`src/rtl/mem_port_arbiter_pkg.sv`:
```
// Shared definitions for the buffer-memory port arbiter: requester indices,
// FSM encoding and a one-hot to index helper.
package mem_port_arbiter_pkg;

  localparam int NUM_REQ = 3;

  typedef logic [1:0] req_idx_t;

  localparam req_idx_t REQ_OFM = 2'd0;
  localparam req_idx_t REQ_WGT = 2'd1;
  localparam req_idx_t REQ_IFM = 2'd2;

  typedef enum logic [1:0] {
    ST_IDLE  = 2'd0,
    ST_BURST = 2'd1,
    ST_DRAIN = 2'd2
  } state_e;

  function automatic req_idx_t onehot_to_idx(input logic [NUM_REQ-1:0] oh);
    req_idx_t idx;
    idx = REQ_OFM;
    if (oh[REQ_WGT]) idx = REQ_WGT;
    if (oh[REQ_IFM]) idx = REQ_IFM;
    return idx;
  endfunction

endpackage

```
`src/rtl/rr_arbiter3.sv`:
```
// Three-way round-robin arbiter: combinational one-hot grant, searching from
// the requester after the last one granted.
module rr_arbiter3
  import mem_port_arbiter_pkg::*;
(
  input  logic [NUM_REQ-1:0] i_req,
  input  req_idx_t           i_last_gnt,
  output logic [NUM_REQ-1:0] o_gnt,
  output req_idx_t           o_gnt_idx,
  output logic               o_any
);

  logic [NUM_REQ-1:0] w_rot;
  logic [NUM_REQ-1:0] w_pick;

  // Rotate so bit 0 is the highest-priority requester, take the lowest set
  // bit, then rotate the pick back into requester order.
  // NOTE: every output of an always_comb gets a default before any branch,
  // otherwise a path that skips an assignment infers a latch.
  always_comb begin
    w_rot = i_req;
    case (i_last_gnt)
      REQ_OFM: w_rot = {i_req[0], i_req[2], i_req[1]};
      REQ_WGT: w_rot = {i_req[1], i_req[0], i_req[2]};
      default: w_rot = i_req;
    endcase

    w_pick = w_rot & (~w_rot + 3'd1);

    o_gnt = w_pick;
    case (i_last_gnt)
      REQ_OFM: o_gnt = {w_pick[1], w_pick[0], w_pick[2]};
      REQ_WGT: o_gnt = {w_pick[0], w_pick[2], w_pick[1]};
      default: o_gnt = w_pick;
    endcase
  end

  assign o_gnt_idx = onehot_to_idx(o_gnt);
  assign o_any     = |i_req;

endmodule

```
`src/rtl/mem_port_arbiter.sv`:
```
// Shares the buffer-SRAM port between OFM write-back, weight fetch and IFM
// fetch: round-robin grant, whole-burst ownership, per-requester read return.
module mem_port_arbiter
  import mem_port_arbiter_pkg::*;
#(
  parameter int ADDR_WIDTH = 16,
  parameter int DATA_WIDTH = 16,
  parameter int LEN_WIDTH  = 8
) (
  input  logic                            clk,
  input  logic                            rst_n,
  input  logic [NUM_REQ-1:0]              req,
  input  logic [NUM_REQ*ADDR_WIDTH-1:0]   addr,
  input  logic [NUM_REQ*LEN_WIDTH-1:0]    len,
  input  logic [DATA_WIDTH-1:0]           wr_data,
  output logic [NUM_REQ-1:0]              gnt,
  output logic                            wr_ack,
  output logic [NUM_REQ-1:0]              rd_valid,
  output logic [DATA_WIDTH-1:0]           rd_data,
  output logic [NUM_REQ-1:0]              done,
  output logic                            mem_en,
  output logic                            mem_we,
  output logic [ADDR_WIDTH-1:0]           mem_addr,
  output logic [DATA_WIDTH-1:0]           mem_wdata,
  input  logic [DATA_WIDTH-1:0]           mem_rdata
);

  state_e                 r_state;
  logic [NUM_REQ-1:0]     r_gnt;
  req_idx_t               r_owner;
  req_idx_t               r_last_gnt;
  logic [ADDR_WIDTH-1:0]  r_start;
  logic [LEN_WIDTH-1:0]   r_len;
  logic [LEN_WIDTH-1:0]   r_beat;
  logic [NUM_REQ-1:0]     r_rd_valid;

  logic [NUM_REQ-1:0]     w_arb_gnt;
  req_idx_t               w_arb_idx;
  logic                   w_arb_any;
  logic                   w_bursting;
  logic                   w_is_write;
  logic                   w_last_beat;

  rr_arbiter3 u_arb (
    .i_req      (req),
    .i_last_gnt (r_last_gnt),
    .o_gnt      (w_arb_gnt),
    .o_gnt_idx  (w_arb_idx),
    .o_any      (w_arb_any)
  );

  assign w_bursting  = (r_state == ST_BURST);
  assign w_is_write  = (r_owner == REQ_OFM);
  assign w_last_beat = (r_beat == r_len);

  // NOTE: sequential state uses non-blocking assignments so every register
  // samples the pre-edge values, independent of statement order.
  always_ff @(posedge clk or negedge rst_n) begin
    if (!rst_n) begin
      r_state    <= ST_IDLE;
      r_gnt      <= '0;
      r_owner    <= REQ_OFM;
      r_last_gnt <= REQ_IFM;
      r_start    <= '0;
      r_len      <= '0;
      r_beat     <= '0;
      r_rd_valid <= '0;
    end else begin
      // Read data comes back one cycle after its mem_en.
      r_rd_valid <= (w_bursting && !w_is_write) ? r_gnt : '0;

      case (r_state)
        ST_IDLE: begin
          if (w_arb_any) begin
            r_state    <= ST_BURST;
            r_gnt      <= w_arb_gnt;
            r_owner    <= w_arb_idx;
            r_last_gnt <= w_arb_idx;
            r_start    <= addr[w_arb_idx*ADDR_WIDTH +: ADDR_WIDTH];
            r_len      <= len[w_arb_idx*LEN_WIDTH +: LEN_WIDTH];
            r_beat     <= '0;
          end
        end

        ST_BURST: begin
          if (w_last_beat) begin
            r_beat <= '0;
            if (w_is_write) begin
              r_state <= ST_IDLE;
              r_gnt   <= '0;
            end else begin
              r_state <= ST_DRAIN;
            end
          end else begin
            r_beat <= r_beat + LEN_WIDTH'(1);
          end
        end

        ST_DRAIN: begin
          r_state <= ST_IDLE;
          r_gnt   <= '0;
        end

        default: begin
          r_state <= ST_IDLE;
          r_gnt   <= '0;
        end
      endcase
    end
  end

  assign gnt       = r_gnt;
  assign mem_en    = w_bursting;
  assign mem_we    = w_bursting && w_is_write;
  assign mem_addr  = w_bursting ? (r_start + ADDR_WIDTH'(r_beat)) : '0;
  assign mem_wdata = mem_we ? wr_data : '0;
  assign wr_ack    = mem_we;
  assign rd_valid  = r_rd_valid;
  assign rd_data   = (|r_rd_valid) ? mem_rdata : '0;

  // Writes finish on their last beat; reads finish with the drained beat.
  always_comb begin
    done = '0;
    if (mem_we && w_last_beat) done[REQ_OFM] = 1'b1;
    else if (r_state == ST_DRAIN) done = r_gnt;
  end

endmodule
```
`config.mk`:
```
export PLATFORM = sky130hd
export DESIGN_NAME = mem_port_arbiter
export DESIGN_NICKNAME = d
export VERILOG_FILES = /design/src/rtl/mem_port_arbiter_pkg.sv /design/src/rtl/rr_arbiter3.sv /design/src/rtl/mem_port_arbiter.sv
export SDC_FILE = /design/constraint.sdc
export NUM_CORES = 1
export LEC_CHECK = 0
export ABC_AREA = 1
export CAP_MARGIN = 20
export CORE_ASPECT_RATIO = 0.7
export CORE_MARGIN = 3
export CORE_UTILIZATION = 43
export CTS_CLUSTER_DIAMETER = 50
export DETAILED_ROUTE_END_ITERATION = 8
export PLACE_DENSITY_LB_ADDON = 0.25
export SLEW_MARGIN = 15
export SYNTH_ARGS = -nofsm -noshare
export SYNTH_HDL_FRONTEND = slang
export SYNTH_SLANG_ARGS = --single-unit
export TNS_END_PERCENT = 50
```
`constraint.sdc`:
```
create_clock -name clk -period 2.2 [get_ports clk]
set_input_delay 0.44 -clock clk [delete_from_list [all_inputs] [get_ports clk]]
set_output_delay 0.44 -clock clk [all_outputs]
set_load 0.03 [all_outputs]
```
==> results.cfg, run 1 <==
[run]
drv_cap = 0

[floorplanning]
rows = 28
die_area_sq_um = 10000
die_w_um = 118
core-area_sq_um = 8510
initial_utilization = 0.446
io_pins = 169
die_y_um = 84.7

[logic_synthesis]
synth-seq-cells = 43
synth_area_leaders = dfrtp_1, nand2_1, inv_1
synth_top_cells_by_count = nand2_1, inv_1, nor2_1
syn_inst = 580
yosysSeqAreaShare = 0.284
syn-num-nets = 699
async_reset_ff_frac = 1.00
synth.most_common_cell = nand2_1
synth_area_leader_cell = dfrtp_1
synth_edf_count = 0
synth.avg_cell_area_sq_um = 6.55
yosysUniqueCellTypes = 34
synth_top_area_frac = 0.277
synthFlopType = dfrtp_1
synth_area_sq_um = 3800
ys_warn_count = 0

[critical_path]
crit_path_max_fanout = 3
crit_family = adder cells
crit_type = register to primary output
endpoint_kind = primary output
critPathMostFrequentCell = nand2_1
regToRegStartpoint = r_beat[6]
crit_slowest_cell = dfrtp_1
path_cells = ha_2, fa_2, nand3_2, nand2_4, nand2_1, nand2_1, nand2_1, nand2_2, o21ai_2, a21oi_4, buf_12
arrival_ns = 2.03
crit_required_ns = 1.76
critPathBufInv = 1
critPathLaunchType = register
slowest_delay_ns = 0.39
cp-startpoint = r_start[0]

[global_routing]
antenna_found_initial = 0
overflow = 0
grt_pass1_vias = 4419
grt_util_all_layers = 0.263
grt_pass1_wl_um = 21700
grt_max_degree = 44

[clock_network]
postCtsHoldBufs = 0
cts_tree = built
clkTransAtPathRegs_ns = 0.06
cts_htree_levels = 2
clock_path_buffers = 2
cts_num_sinks = 43
cts_buffers = 5
cts-root-buf = clkbuf_16
insertion_delay_ns = 0.28

[place]
dpl.hpwl_um = 9980
port_buffers = 168
dpl_cell_area_sq_um = 5920
place_congestion = 0.906
pre_cts_slack_ns = -0.171

[cells_and_area]
nets = 907
layout-drive-gt1-share = 0.266
syn_to_final_growth_pct = 75.9
final_area_sq_um = 6680
utilization = 0.785
num_antenna_cells = 0

[route]
ant_nets = 0
drcViolationCount = 0
dr.pass1.iters = 5
vias = 4587
vias_per_cell = 5.05
wire_per_inst_um = 15.1
drtIter0Drc = 324
routed_wl_um = 13800

[sta]
setup_viol = 14
max_slew_margin = 0.619
rsz0062_at_grt = true
fin_skew_ns = 0.00381
fin_ws_ns = -0.272
tightest_slew_ns = 0.572
fmax_mhz = 404
tns_ns = -2.47
maxSlewViolCount = 0
hold_viol_final = 0
finalCritPeriodShare = 1.12
period_needed_ns = 2.47

[power]
power_leakage_nw = 3.58
ir_drop_mv = 0.604
power_density_nw_per_um2 = 1530
p_total_mw = 10.2

[outcome]
violations = setup timing
outcome = finished, violations left

[min_path]
hold_class = primary input to async pin
-- power by group --
part | internal, mW | total [mW] | switching (mW) | leakage (nW)
sequential | 1.15 | 1.53 | 0.385 | 0.540
combinational | 3.33 | 7.81 | 4.47 | 2.95
clock | 0.565 | 0.871 | 0.307 | 0.0868
total | 5.05 | 10.2 | 5.17 | 3.58
-- layout by cell type (no fill, tap or decap), types with 19 or more instances in the layout --
| cell type | count |
|---|---|
| nand4_1 | 27 |
| nor2_1 | 45 |
| nand3_1 | 19 |
| nand2_1 | 142 |
| nand3_2 | 24 |
| nand3b_1 | 23 |
| buf_4 | 67 |
| clkdlybuf4s50_1 | 113 |
| dfrtp_1 | 42 |
| inv_1 | 111 |
-- area by class of cell --
| class | count | area, sq um |
|---|---|---|
| well taps | 120 | 150 |
| fillers | 581 | 1830 |
| flip-flops and latches | 43 | 1080 |
| clock buffers | 6 | 139 |
| repair buffers | 224 | 2270 |
| multi-input cells | 397 | 2570 |
| clock inverters | 2 | 35.0 |
| inverters | 117 | 447 |
-- worst reg2reg max path, cell delays in order, from the launching register on --
cell and delay, ns:
dfrtp_1 0.42, buf_4 0.16, buf_4 0.15, xor2_1 0.16
nor2_1 0.12, nand4_1 0.18, buf_4 0.20, nand2_1 0.10
buf_4 0.18, o21ai_0 0.13
-- registers in the layout, summed over array words and instances (netlist names) --
signal / cells
gnt: 3
r_start: 16
r_len: 8
r_beat: 8
r_state: 2
rd_valid: 3
r_last_gnt: 1
r_owner: 2
-- per-layer routing --
metal	GRT usage	wire length, um	vias up
met5	0	0	-
met4	0.0489	212	0
met3	0.0572	1110	20
met2	0.432	6430	232
met1	0.362	6020	2108
li1	-	-	2227
-- worst paths after layout --
| path | end | slack (ns) | cells past startpoint |
|---|---|---|---|
| setup / recovery | mem_addr[6] | -0.27 | 11 |
| hold / removal | r_beat[3] | 0.24 | 2 |
| setup reg to reg | r_beat[0] | 0.27 | 9 |
| hold reg to reg | gnt[2] | 0.51 | 2 |
| max in group asynchronous | r_len[2] | 1.57 | 2 |
| min in group clk | gnt[2] | 0.51 | 2 |
-- logic make-up (layout without fill, tap and decap cells) --
family | count (synthesis) | in the layout | synth area share
AO/OA/AOI/OAI | 45 | 45 | 0.0672
adder cells (fa/ha/maj) | 10 | 10 | 0.0349
flip-flops | 43 | 43 | 0.284
XOR/XNOR | 12 | 12 | 0.0277
buffers and inverters | 140 | 349 | 0.153
AND/OR/NAND/NOR | 330 | 330 | 0.434
-- metrics by stage --
step           std cells  hold slack (ns)
2_1_floorplan        580            0.144
3_3_place_gp         884            0.489
3_5_place_dp         884            0.491
4_1_cts              894            0.269
5_1_grt              909            0.282
6_report             909            0.238
-- what timing repair did --
item | 4_1_cts | 5_1_grt
setup endpoints to repair | 32 | 49
pin swaps | 23 | 39
hold endpoints to repair | 0 | 0
resized for setup | 72 | 47
buffers inserted | 3 | 16
No activity file was read; power rests on OpenSTA's default activity.
==> run 2: changes to the inputs <==
Settings changed: CORE_MARGIN 3 to 2, CTS_CLUSTER_DIAMETER 50 to 100.
==> run 2 against run 1 <==
  * Sequential cell count unchanged
  * Worst setup slack worse by 0.20 ns
  * Sequential power up 5%
  * Largest power group unchanged
  * Sequential share of layout area down 0.14 points
  * Highest routed layer unchanged
  * Clock power down 19%
  * The flow still finishes with violations (setup timing)
  * Routed wire length up 13%
  * Cell area up 1.2%
  * Final cell count unchanged
  * Clock-buffer cell count up 1
  * First-iteration DRC count up 27%
  * Via count up 5.1%
==> results.cfg, run 2 (same netlist as run 1, synthesis figures left out) <==
[critical_path]
crit_slowest_cell = dfrtp_1
endpoint_kind = primary output
critPathLaunchType = register
crit_required_ns = 1.76
critPathMostFrequentCell = nand2_1
crit_type = register to primary output
crit_family = simple AND/OR/NAND/NOR gates
path_cells = ha_4, nand2_1, nor2_1, nand2_2, nand2_4, buf_6, nand4_1, nand2_1, nand2_1, nor2_2, buf_6
arrival_ns = 2.23
slowest_delay_ns = 0.43
critPathBufInv = 2
crit_path_max_fanout = 4

[route]
vias = 4822
wire_per_inst_um = 17.1
routed_wl_um = 15500
ant_nets = 0
dr.pass1.iters = 5
vias_per_cell = 5.30
drcViolationCount = 0
drtIter0Drc = 412

[sta]
max_slew_margin = 0.617
period_needed_ns = 2.67
finalCritPeriodShare = 1.21
setup_viol = 16
fin_skew_ns = 0.00414
maxSlewViolCount = 0
fmax_mhz = 375
fin_ws_ns = -0.470
tightest_slew_ns = 0.575
hold_viol_final = 0
rsz0062_at_grt = true

[clock_network]
cts_buffers = 5
cts_num_sinks = 43
cts-root-buf = clkbuf_16
clkTransAtPathRegs_ns = 0.06
insertion_delay_ns = 0.28
postCtsHoldBufs = 0
cts_htree_levels = 2
cts_tree = built
clock_path_buffers = 2

[floorplanning]
die_y_um = 82.7
io_pins = 169
rows = 28
initial_utilization = 0.446
core-area_sq_um = 8510
die_w_um = 116
die_area_sq_um = 9620

[run]
drv_cap = 0

[global_routing]
antenna_found_initial = 0
grt_pass1_vias = 4509
grt_util_all_layers = 0.297
overflow = 0
grt_max_degree = 26
grt_pass1_wl_um = 22000

[cells_and_area]
utilization = 0.795
syn_to_final_growth_pct = 78.0
num_antenna_cells = 0
layout-drive-gt1-share = 0.278
largest_reg_flops = 16
top_regs = r_start (16), r_beat (8), r_len (8)
final_common_cell = nand2_1
fill_cells = 575
layout_common_cells = nand2_1, clkdlybuf4s50_1, inv_1, buf_4, nor2_1
nets = 907
regMostFlops = r_start

[outcome]
outcome = finished, violations left
violations = setup timing

[place]
place_congestion = 0.874
port_buffers = 168
dpl.hpwl_um = 10100

[power]
ir_drop_mv = 0.654
power_density_nw_per_um2 = 1560
p_total_mw = 10.6
power_leakage_nw = 3.48

[min_path]
hold_class = primary input to async pin
-- run 2: stage by stage --
stage	hold WS (ns)	instances	setup TNS, ns	worst slack, ns	area [sq um]
floorplan	0.144	580	-1.16	-0.109	3850
global placement	0.459	882	-0.149	-0.106	5920
detailed placement	0.452	882	-0.646	-0.171	5920
CTS	0.158	899	-2.09	-0.286	6530
global route	0.180	909	-4.62	-0.506	6760
finish	0.151	909	-3.88	-0.470	6760
-- run 2: layer usage --
metal	vias up	GRT usage	share of wire
met4	0	0.108	0.041
met3	66	0.0752	0.10
met5	-	0	0
met2	321	0.513	0.47
li1	2223	-	-
met1	2212	0.362	0.39
-- run 2: final cells by class --
class,count,area [sq um],share of cell area
multi-input combinational,397,2620,0.387
timing repair buffer,222,2320,0.343
sequential,43,1080,0.160
inverter,117,449,0.0664
tap,120,150,0.0222
clock buffer,7,133,0.0196
timing repair inverter,2,12.5,0.00185
clock inverter,1,5.00,0.000740
-- run 2: worst register-to-register path: stages (launching register included) --
cell and delay (ns):
dfstp_2 0.68, inv_6 0.08, nand3_1 0.12, nand3_4 0.12, nand3_2 0.12, nand2_4 0.10
a21oi_4 0.19, buf_12 0.20, nand3_2 0.14, nand2_1 0.12
-- run 2: timing repair --
item	4_1_cts	5_1_grt
resized for setup	86	53
buffers inserted	9	13
cloned	0	2
pin swaps	39	24
setup endpoints to repair	32	41
-- run 2: worst paths after layout --
path / start / to / slack (ns) / cells past startpoint
setup / recovery: r_beat[6] / mem_addr[14] / -0.47 / 11
hold / removal: rst_n / r_start[11] / 0.15 / 1
setup reg to reg: r_last_gnt[1] / r_start[1] / 0.27 / 9
hold reg to reg: gnt[1] / gnt[1] / 0.51 / 2
max in group asynchronous: rst_n / r_last_gnt[1] / 1.44 / 2
min in group clk: gnt[1] / gnt[1] / 0.51 / 2
-- run 2: report_power, final --
| part | leakage (nW) | internal (mW) | switching, mW |
|---|---|---|---|
| combinational | 2.87 | 3.52 | 4.74 |
| clock | 0.0679 | 0.419 | 0.288 |
| sequential | 0.535 | 1.15 | 0.453 |
